## src/rtl/spi_clk_scheduler.sv

```systemverilog
// spi_clk_scheduler: round-robin owner of one shared clock_divider.
// Define SPI_CLK_SCHED_DIV_CHECK_EN to reject zero or odd divisors.
module spi_clk_scheduler #(
    parameter int N_REQ = 2
) (
    input  logic               i_clk,
    input  logic               i_rst_n,
    input  logic [N_REQ-1:0]   i_req,
    input  logic [N_REQ*8-1:0] i_div,
    output logic [N_REQ-1:0]   o_grant,
    output logic [N_REQ-1:0]   o_done,
    output logic [N_REQ-1:0]   o_err,
    output logic               o_busy,
    output logic [8:0]         o_div_config,
    output logic               o_div_start_n,
    input  logic               i_div_ready
);

    localparam int IW = (N_REQ > 1) ? $clog2(N_REQ) : 1;

    typedef enum logic [2:0] {
        IDLE,
        CHECK,
        CONFIG,
        START,
        WAIT_BUSY,
        WAIT_DONE,
        DONE
`ifdef SPI_CLK_SCHED_DIV_CHECK_EN
        , ERR
`endif
    } state_t;

    state_t          state_q;
    logic [IW-1:0]   win_q;
    logic [IW-1:0]   last_q;
    logic [7:0]      div_q;
    logic [N_REQ-1:0] grant_q;
    logic [N_REQ-1:0] done_q;
    logic            busy_q;
    logic [8:0]      cfg_q;
    logic            start_n_q;

    logic [IW-1:0]   win_d;
    logic [IW-1:0]   idx;
    logic            found_d;
    logic [N_REQ-1:0] win_oh;
    logic [7:0]      div_a [N_REQ];

    for (genvar k = 0; k < N_REQ; k++) begin : g_div
        assign div_a[k] = i_div[8*k +: 8];
    end

    // First asserted request strictly after the last owner, wrapping.
    always_comb begin
        found_d = 1'b0;
        win_d   = '0;
        idx     = '0;
        for (int i = 1; i <= N_REQ; i++) begin
            idx = IW'((int'(last_q) + i) % N_REQ);
            if (!found_d && i_req[idx]) begin
                found_d = 1'b1;
                win_d   = idx;
            end
        end
    end

    assign win_oh = N_REQ'(1) << win_q;

`ifdef SPI_CLK_SCHED_DIV_CHECK_EN
    logic [N_REQ-1:0] err_q;
    assign o_err = err_q;
`else
    assign o_err = '0;
`endif

    always_ff @(posedge i_clk) begin
        if (!i_rst_n) begin
            state_q   <= IDLE;
            win_q     <= '0;
            last_q    <= IW'(N_REQ - 1);
            div_q     <= '0;
            grant_q   <= '0;
            done_q    <= '0;
            busy_q    <= 1'b0;
            cfg_q     <= '0;
            start_n_q <= 1'b1;
`ifdef SPI_CLK_SCHED_DIV_CHECK_EN
            err_q     <= '0;
`endif
        end else begin
            done_q    <= '0;
            cfg_q     <= '0;
            start_n_q <= 1'b1;
`ifdef SPI_CLK_SCHED_DIV_CHECK_EN
            err_q     <= '0;
`endif
            unique case (state_q)
                IDLE: begin
                    if (found_d && i_div_ready) begin
                        win_q   <= win_d;
                        div_q   <= div_a[win_d];
                        busy_q  <= 1'b1;
                        state_q <= CHECK;
                    end
                end
                CHECK: begin
`ifdef SPI_CLK_SCHED_DIV_CHECK_EN
                    if (div_q == 8'd0 || div_q[0]) begin
                        err_q   <= win_oh;
                        state_q <= ERR;
                    end else begin
                        grant_q <= win_oh;
                        cfg_q   <= {div_q, 1'b1};
                        state_q <= CONFIG;
                    end
`else
                    grant_q <= win_oh;
                    cfg_q   <= {div_q, 1'b1};
                    state_q <= CONFIG;
`endif
                end
                CONFIG: begin
                    start_n_q <= 1'b0;
                    state_q   <= START;
                end
                START: state_q <= WAIT_BUSY;
                WAIT_BUSY: begin
                    if (!i_div_ready) state_q <= WAIT_DONE;
                end
                WAIT_DONE: begin
                    if (i_div_ready) begin
                        done_q  <= win_oh;
                        state_q <= DONE;
                    end
                end
                DONE: begin
                    grant_q <= '0;
                    busy_q  <= 1'b0;
                    last_q  <= win_q;
                    state_q <= IDLE;
                end
`ifdef SPI_CLK_SCHED_DIV_CHECK_EN
                ERR: begin
                    busy_q  <= 1'b0;
                    last_q  <= win_q;
                    state_q <= IDLE;
                end
`endif
                default: state_q <= IDLE;
            endcase
        end
    end

    assign o_grant       = grant_q;
    assign o_done        = done_q;
    assign o_busy        = busy_q;
    assign o_div_config  = cfg_q;
    assign o_div_start_n = start_n_q;

endmodule

```

## config.mk

```make
export PLATFORM = sky130hd
export DESIGN_NAME = spi_clk_scheduler
export DESIGN_NICKNAME = d
export VERILOG_FILES = /design/src/rtl/spi_clk_scheduler.sv
export SDC_FILE = /design/constraint.sdc
export NUM_CORES = 1
export LEC_CHECK = 0
export ABC_CLOCK_PERIOD_IN_PS = 1200
export CAP_MARGIN = 10
export CORE_ASPECT_RATIO = 2
export CORE_UTILIZATION = 40
export CTS_CLUSTER_SIZE = 40
export DETAILED_ROUTE_END_ITERATION = 16
export PLACE_DENSITY = 0.74
export SYNTH_ARGS = -nofsm -noshare
export SYNTH_HDL_FRONTEND = slang
export SYNTH_SLANG_ARGS = --single-unit
```

## constraint.sdc

```tcl
create_clock -name i_clk -period 1.2 [get_ports i_clk]
set_clock_uncertainty 0.05 [all_clocks]
set_input_delay 0.3 -clock i_clk [delete_from_list [all_inputs] [get_ports i_clk]]
set_output_delay 0.3 -clock i_clk [all_outputs]
set_load 0.05 [all_outputs]
```

== After elaboration in Yosys (flattened, before gate mapping) ==
Index checks and enable logic that the tools add are counted.
Cells by class
  $add $sub $neg: 2
  $mul: 0
  div/mod/pow operators: 0
  order comparisons: 3
  eq/ne operators: 9
  shift operators: 1
  multiplexer cells: 20
  bitwise logic cells: 1
  reductions and logical operators: 11
Operator list (count)
  $mux 8: 3
  $pmux 3 s6: 1
  $mux 1: 11
  $eq 3x3->1 const B: 3
  $mux 3: 3
  $eq 3x2->1 const B: 2
  $ne 2x2->1 const B: 3
  $reduce_and 2->1: 3
  $reduce_and 3->1: 2
  $lt 1x2->1 const B: 2
  $pmux 2 s2: 1
  $reduce_bool 2->1: 2
  $eq 3x1->1 const B: 1
  $logic_not 3->1: 1
  $add 1x1->1 const B: 2
  $ge 2x2->1 const B: 1
  $logic_and 1x1->1: 2
  $not 1->2: 1
  $pmux 1 s2: 1
  $shl 1x1->2 const A: 1
  $logic_not 1->1: 1
Storage, ports and cells
  bits in registers: 28
  latch bits: 0
  memory bits (writable): 0
  bits in read-only memories: 0
  input bits: 21
  output and inout bits: 17
  memories: 0

== Longest topological paths before layout ==
Gate-level depths: netlist of the first run.
  depth in word-level cells: 11
  depth in mapped cells: 5
  depth with buffers taken out: 3

== Least setup slack after synthesis of the first run ==
Ideal clock, no wire load.
  kind: reg2reg
  from: register, netlist name o_grant[0]
  to: register grant_q[0], in the netlist o_grant[0]
  data arrival time: 1.083 ns
  data required time: 1.047 ns
  path slack: -0.037 ns
  stages on the path, launching flop included: 3
  buffers on the path: 0
  path through: dfxtp_1 nand2_1 a2111oi_2
RTL lines
  end signal: assignment: line 118  | grant_q <= win_oh;
  end: declaration: line 38  | logic [N_REQ-1:0] grant_q;

== Final worst setup path of the first run ==
  from: register state_q[1]
  to: register div_q[0]
On the way
  cells in the longest elaborated chain, start to end: 2
Ends and longest elaborated chain
  start: declaration: line 34  | state_t state_q;
  start signal: assignment: line 79  | state_q <= IDLE;
  start signal: assignment: line 104  | state_q <= CHECK;
  start signal: assignment: line 120  | state_q <= CONFIG;
  $logic_not 3->1: line 98  | unique case (state_q)
  $reduce_and 2->1 (no source line)
  end signal: assignment: line 102  | div_q <= div_a[win_d];
  end: declaration: line 37  | logic [7:0] div_q;
Every way passes these cells.
A chain may end at the register's enable or synchronous reset.

==> results of run 1 <==
## path summary, 6_finish.rpt
kind / from / endpoint / slack (ns) / depth (start not counted)
setup reg to reg: state_q[1]$_SDFFE_PN0P_ / div_q[0]$_SDFFE_PN0P_ / -0.06 / 4
hold / removal: win_q$_SDFFE_PN0P_ / o_done[0]$_SDFF_PN0_ / 0.40 / 1
hold reg to reg: win_q$_SDFFE_PN0P_ / o_done[0]$_SDFF_PN0_ / 0.40 / 1
setup / recovery: state_q[1]$_SDFFE_PN0P_ / div_q[0]$_SDFFE_PN0P_ / -0.06 / 4
## power breakdown
part / switching, mW / internal (mW) / leakage [nW]
Combinational: 0.332 / 0.368 / 0.503
Clock: 0.263 / 0.293 / 0.0288
Sequential: 0.0647 / 1.01 / 0.231
## cells by family (layout without fill, tap and decap cells)
logic type | after synthesis | in the layout
buffers and inverters | 11 | 63
AO/OA/AOI/OAI | 30 | 30
flip-flops | 28 | 28
AND/OR/NAND/NOR | 49 | 49
multiplexers | 1 | 1
other | 1 | 2
## area by class of cell
class / instances / area [um2] / area share
Multi-Input combinational cell: 82 / 542 / 0.287
Inverter: 2 / 7.51 / 0.00398
Clock buffer: 4 / 55.1 / 0.0292
Tap cell: 28 / 35.0 / 0.0186
Timing Repair Buffer: 57 / 678 / 0.359
Sequential cell: 28 / 571 / 0.302
## metal layers
| layer | up-vias | track usage |
|---|---|---|
| li1 | 515 | - |
| met1 | 488 | 0.210 |
| met2 | 34 | 0.323 |
| met3 | 7 | 0.0376 |
| met4 | 0 | 0.0759 |
| met5 | - | 0 |
## stage by stage
step,area [um2],instances,setup TNS [ns]
after floorplan,1130,121,0
after CTS,1840,198,-0.0939
after global placement,1700,188,-6.92
after global routing,1890,201,-1.13
final,1890,201,-0.351
after detailed placement,1700,188,-7.63
## repair_timing
item                                    in CTS  in global routing
gates resized for setup                     18                  8
setup buffers                                4                  2
endpoints found under the setup margin      13                 21
pin swaps                                    4                  3
cloned                                       2                  1
## critical path: stages (launching register included)
cell and delay [ns]:
dfxtp_4 0.37, nor3_4 0.25, buf_4 0.19, a21oi_1 0.07
a311oi_1 0.24
## cells in the final DEF (no fill, tap or decap), types with 2 or more instances in the layout
cell type and n:
clkdlybuf4s50_1 17, a311oi_2 3, a2111oi_2 2, buf_12 15, a21oi_1 11, nor3_4 2
conb_1 2, buf_4 16, buf_6 5, clkbuf_8 4, and2_1 8, dlygate4sd2_1 3
a21o_1 2, nand2b_4 2, a311oi_1 5, dfxtp_4 2, dfxtp_1 24, dfxtp_2 2
nor2_1 9, nand2_1 21
## state kept, by name, indices dropped and copies added, names as in the netlist
| signal | cells |
|---|---|
| win_q | 1 |
| last_q | 1 |
| state_q | 3 |
| div_q | 8 |
| o_busy | 1 |
| o_done | 2 |
| o_div_start_n | 1 |
| o_grant | 2 |
| o_div_config | 9 |
==> impl_metrics.toml, run 1 <==
[die]
die_height_um = 77.0
start_util = 0.432
die_area_um2 = 3040
fp.dieW_um = 39.5
row_count = 26
core_area_um2 = 2600
pin_count = 38

[flow_run]
max_cap_violations = 0

[place]
place_congestion = 0.820
place.port_buffers = 35
dpl.hpwl_mm = 1.83
dp_slack_ns = -0.464

[clock_network]
worstSkewPairLatency_ns = 0.26
clk_pin_slew_ns = 0.09
cts_buffer_depth = 2
cts_buffers = 3
hold_buffers = 0
cts_tree = "built"
root_buffer = "clkbuf_8"
h-tree-depth = 1
cts.sink_count = 28

[power]
power.density_nw_per_um2 = 1230
vdd_drop_max_mv = 0.755
p_leak_nw = 0.763
total_power_mw = 2.33

[grt]
grt_pass1_vias = 1058
antenna_found_initial = 0
grt_max_degree = 16
grt.overflow.total = 0
grt_pass1_wl_mm = 4.30
gr-usage-all-layers = 0.189

[synthesis]
synthArstFlopShare = 0
muxShareOfSynthArea = 0.0100
syn_inst = 120
ys_types = 32
synth_most_common_cell = "dfxtp_1"
synth_simple_gate_area_frac = 0.213
yosysTopAreaCellShare = 0.499
avgSynthCellArea_um2 = 9.36
ys.flop_type = "dfxtp_1"
synth_commonest_cells = "dfxtp_1 (28), nand2_1 (21), a21oi_1 (11), and2_1 (9), nor2_1 (9)"
yosys.area_share.xor_xnor = 0
yosysTopAreaCell = "dfxtp_1"
synthTopCellsByArea = "dfxtp_1 (50%), nand2_1 (7.0%), and2_1 (5.0%), a21oi_1 (4.9%), a311oi_1 (4.7%)"
synth-adder-area-share = 0
ys_seq_elements = 28
synth_warnings = 0
synth-edff-count = 0
synth_area_um2 = 1120
synth-compound-area-share = 0.213
ys_seq_area_frac = 0.499
synth_top_family_by_area = "compound AO/OA/AOI/OAI gates"

[cells_and_area]
drive_above_1_share = 0.347
n_antenna_cell = 0
nFillCells = 187
syn_to_final_growth_pct = 68.0
final_net_count = 195
final_core_util = 0.725

[run_status]
violations = "negative setup slack"
status = "finished with violations"

[route]
vias_per_cell = 5.19
wl_met2_mm = 1.61
antenna_left = 0
drt_wl_total_mm = 2.67
top_layer = "met4"
route.met3.wl_um = 85
wl_met1_um = 920
avgRoutedWirePerCell_um = 13.3
drt_iter0_markers = 16
drc = 0
first_pass_iters = 4
vias = 1044

[sta]
layout_min_cycle_time_ns = 1.26
hold_viol_final = 0
fin_crit_sh = 1.05
fin_ws_ns = -0.0631
timing.final.max_slew_violations = 0
rsz0062_at_grt = "yes"
fmaxAchievable_mhz = 792
setup_viol = 11
hold_slack_ns = 0.397

[min_path]
hp-class = "reg -> reg"

[setup_path]
critPathRequiredTime_ns = 1.32
crit_type = "reg -> reg"
critPathArrivalTime_ns = 1.39
end_kind = "flip-flop"
crit_path_start_kind = "flip-flop"
crit_fanout = 5
Power figures use the tool's default switching activity.
==> inputs of run 2 (changes only) <==
CELL_PAD_IN_SITES_DETAIL_PLACEMENT = 1   (was not set)
CELL_PAD_IN_SITES_GLOBAL_PLACEMENT = 1   (was not set)
CORE_UTILIZATION = 29   (was 40)
PLACE_DENSITY = not set   (was 0.74)
PLACE_DENSITY_LB_ADDON = 0.1   (was not set)
==> run 2 against run 1 <==
  * The flow still finishes with violations (negative setup slack)
  * Critical path depth unchanged
  * Total power up 0.17%
  * Combinational power fell by 4.3%
  * Die area increased by 36%
  * Maximum frequency increased by 2.0%
  * Utilization down 21 points
  * Final cell count increased by 8.0%
  * Clock-buffer cell count unchanged
  * Clock power increased by 4.9%
  * Flip-flop and latch count stayed put
  * Routed wire length is 20% higher
==> impl_metrics.toml, run 2 (synthesis results as in run 1) <==
[clock_network]
cts.sink_count = 28
cts_buffers = 3
hold_buffers = 0
clk_pin_slew_ns = 0.10
cts_tree = "built"
cts_buffer_depth = 2
h-tree-depth = 1
worstSkewPairLatency_ns = 0.27
post_cts_buffers = 0
root_buffer = "clkbuf_8"

[setup_path]
critPathRequiredTime_ns = 1.33
crit_slowest_cell = "dfxtp_4"
critical-path-max-stage-delay_ns = 0.38
crit_path_start_kind = "flip-flop"
end_kind = "flip-flop"
r2r_slack_ns = -0.04
path_cells = "nor3_4 -> buf_6 -> a21oi_1 -> a311oi_2"
crit_type = "reg -> reg"
crit_fanout = 7
critPathArrivalTime_ns = 1.37

[grt]
grt.busiest_layer = "met2"
grt_pass1_wl_mm = 5.30
antenna_found_initial = 0
met2_usage = 0.330
gr-usage-all-layers = 0.172
grt_max_degree = 16
gr-usage-met3 = 0.0201
grt.overflow.total = 0
grt_pass1_vias = 1149
grt_use_met1 = 0.171

[sta]
fmaxAchievable_mhz = 808
timing.final.max_slew_violations = 0
fin_ws_ns = -0.0378
rsz0062_at_grt = "yes"
fin_crit_sh = 1.03
layout_min_cycle_time_ns = 1.24
hold_viol_final = 0
setup_viol = 2

[die]
pin_count = 38
start_util = 0.308
row_count = 31
die_height_um = 90.0
core_area_um2 = 3650
die_area_um2 = 4140
fp.dieW_um = 46.0

[place]
dp_cells = 210
place.port_buffers = 35
dp_slack_ns = -0.496
dpl.hpwl_mm = 2.37
place_congestion = 0.726

[cells_and_area]
final_common_cell = "dfxtp_1"
stdcell_count = 217
drive_above_1_share = 0.339
final_net_count = 190
syn_to_final_growth_pct = 68.5
largest_register_ffs = 9
n_antenna_cell = 0
final_cell_mix = "dfxtp_1 (22), nand2_1 (21), clkdlybuf4s50_1 (16)"

[min_path]
hp-class = "reg -> reg"

[power]
vdd_drop_max_mv = 0.940
power.density_nw_per_um2 = 1230
total_power_mw = 2.33
p_leak_nw = 0.746

[route]
avgRoutedWirePerCell_um = 14.8
drt_iter0_markers = 11
drt_wl_total_mm = 3.20
antenna_left = 0
vias = 1043
vias_per_cell = 4.81
drc = 0
first_pass_iters = 4

[flow_run]
max_cap_violations = 0

[run_status]
status = "finished with violations"
violations = "negative setup slack"
[run 2: cell types whose count changed in the layout (fill, tap and decap cells not counted), sizes merged]
cell,previous run,this run
buf,37,32
dlygate4sd2,3,4
clkdlybuf4s50,17,16
[run 2: through the flow]
stage               hold WS (ns)  area [um2]  TNS (ns)  utilization
floorplan                  0.339        1130         0            -
global placement           0.392        1730     -8.13        0.476
detailed placement         0.399        1730     -8.83        0.476
CTS                        0.419        1850   -0.0321        0.508
global route               0.440        1890    -0.480        0.519
finish                     0.412        1890   -0.0391        0.519
[run 2: final timing paths]
kind	to	from	depth (start not counted)
setup / recovery	div_q[3]$_SDFFE_PN0P_	state_q[1]$_SDFFE_PN0P_	4
hold / removal	o_done[0]$_SDFF_PN0_	win_q$_SDFFE_PN0P_	1
setup reg to reg	div_q[3]$_SDFFE_PN0P_	state_q[1]$_SDFFE_PN0P_	4
hold reg to reg	o_done[0]$_SDFF_PN0_	win_q$_SDFFE_PN0P_	1
[run 2: final cells by class]
cell class,count,area [um2]
Timing Repair Buffer,52,648
Clock buffer,4,55.1
Fill cell,422,1750
Sequential cell,28,573
Multi-Input combinational cell,82,548
Inverter,2,7.51
Tap cell,49,61.3
[run 2: power by group]
group          leakage (nW)  internal [mW]  switching, mW  total (mW)
clock                0.0288          0.294          0.290       0.583
combinational         0.486          0.342          0.328       0.671
sequential            0.231           1.01         0.0700        1.08
[run 2: what timing repair did]
item                       in CTS  in global routing
gates resized for setup        20                 11
cloned                          3                  0
pin swaps                       5                  7
setup endpoints to repair      21                 21
[run 2: routing by layer]
metal | wire length [um] | up-vias | share of wire
met2 | 2030 | 28 | 0.63
met4 | 31 | 0 | 0.0097
met3 | 80 | 2 | 0.025
met5 | 0 | - | 0
li1 | - | 507 | -
met1 | 1070 | 506 | 0.33
[run 2: worst max-delay path: cells and delay by family, from the launching register on]
kind	cells	cell delay, ns
compound gates	2	0.29
simple gates	1	0.25
flops	1	0.38
buf+inv	1	0.17
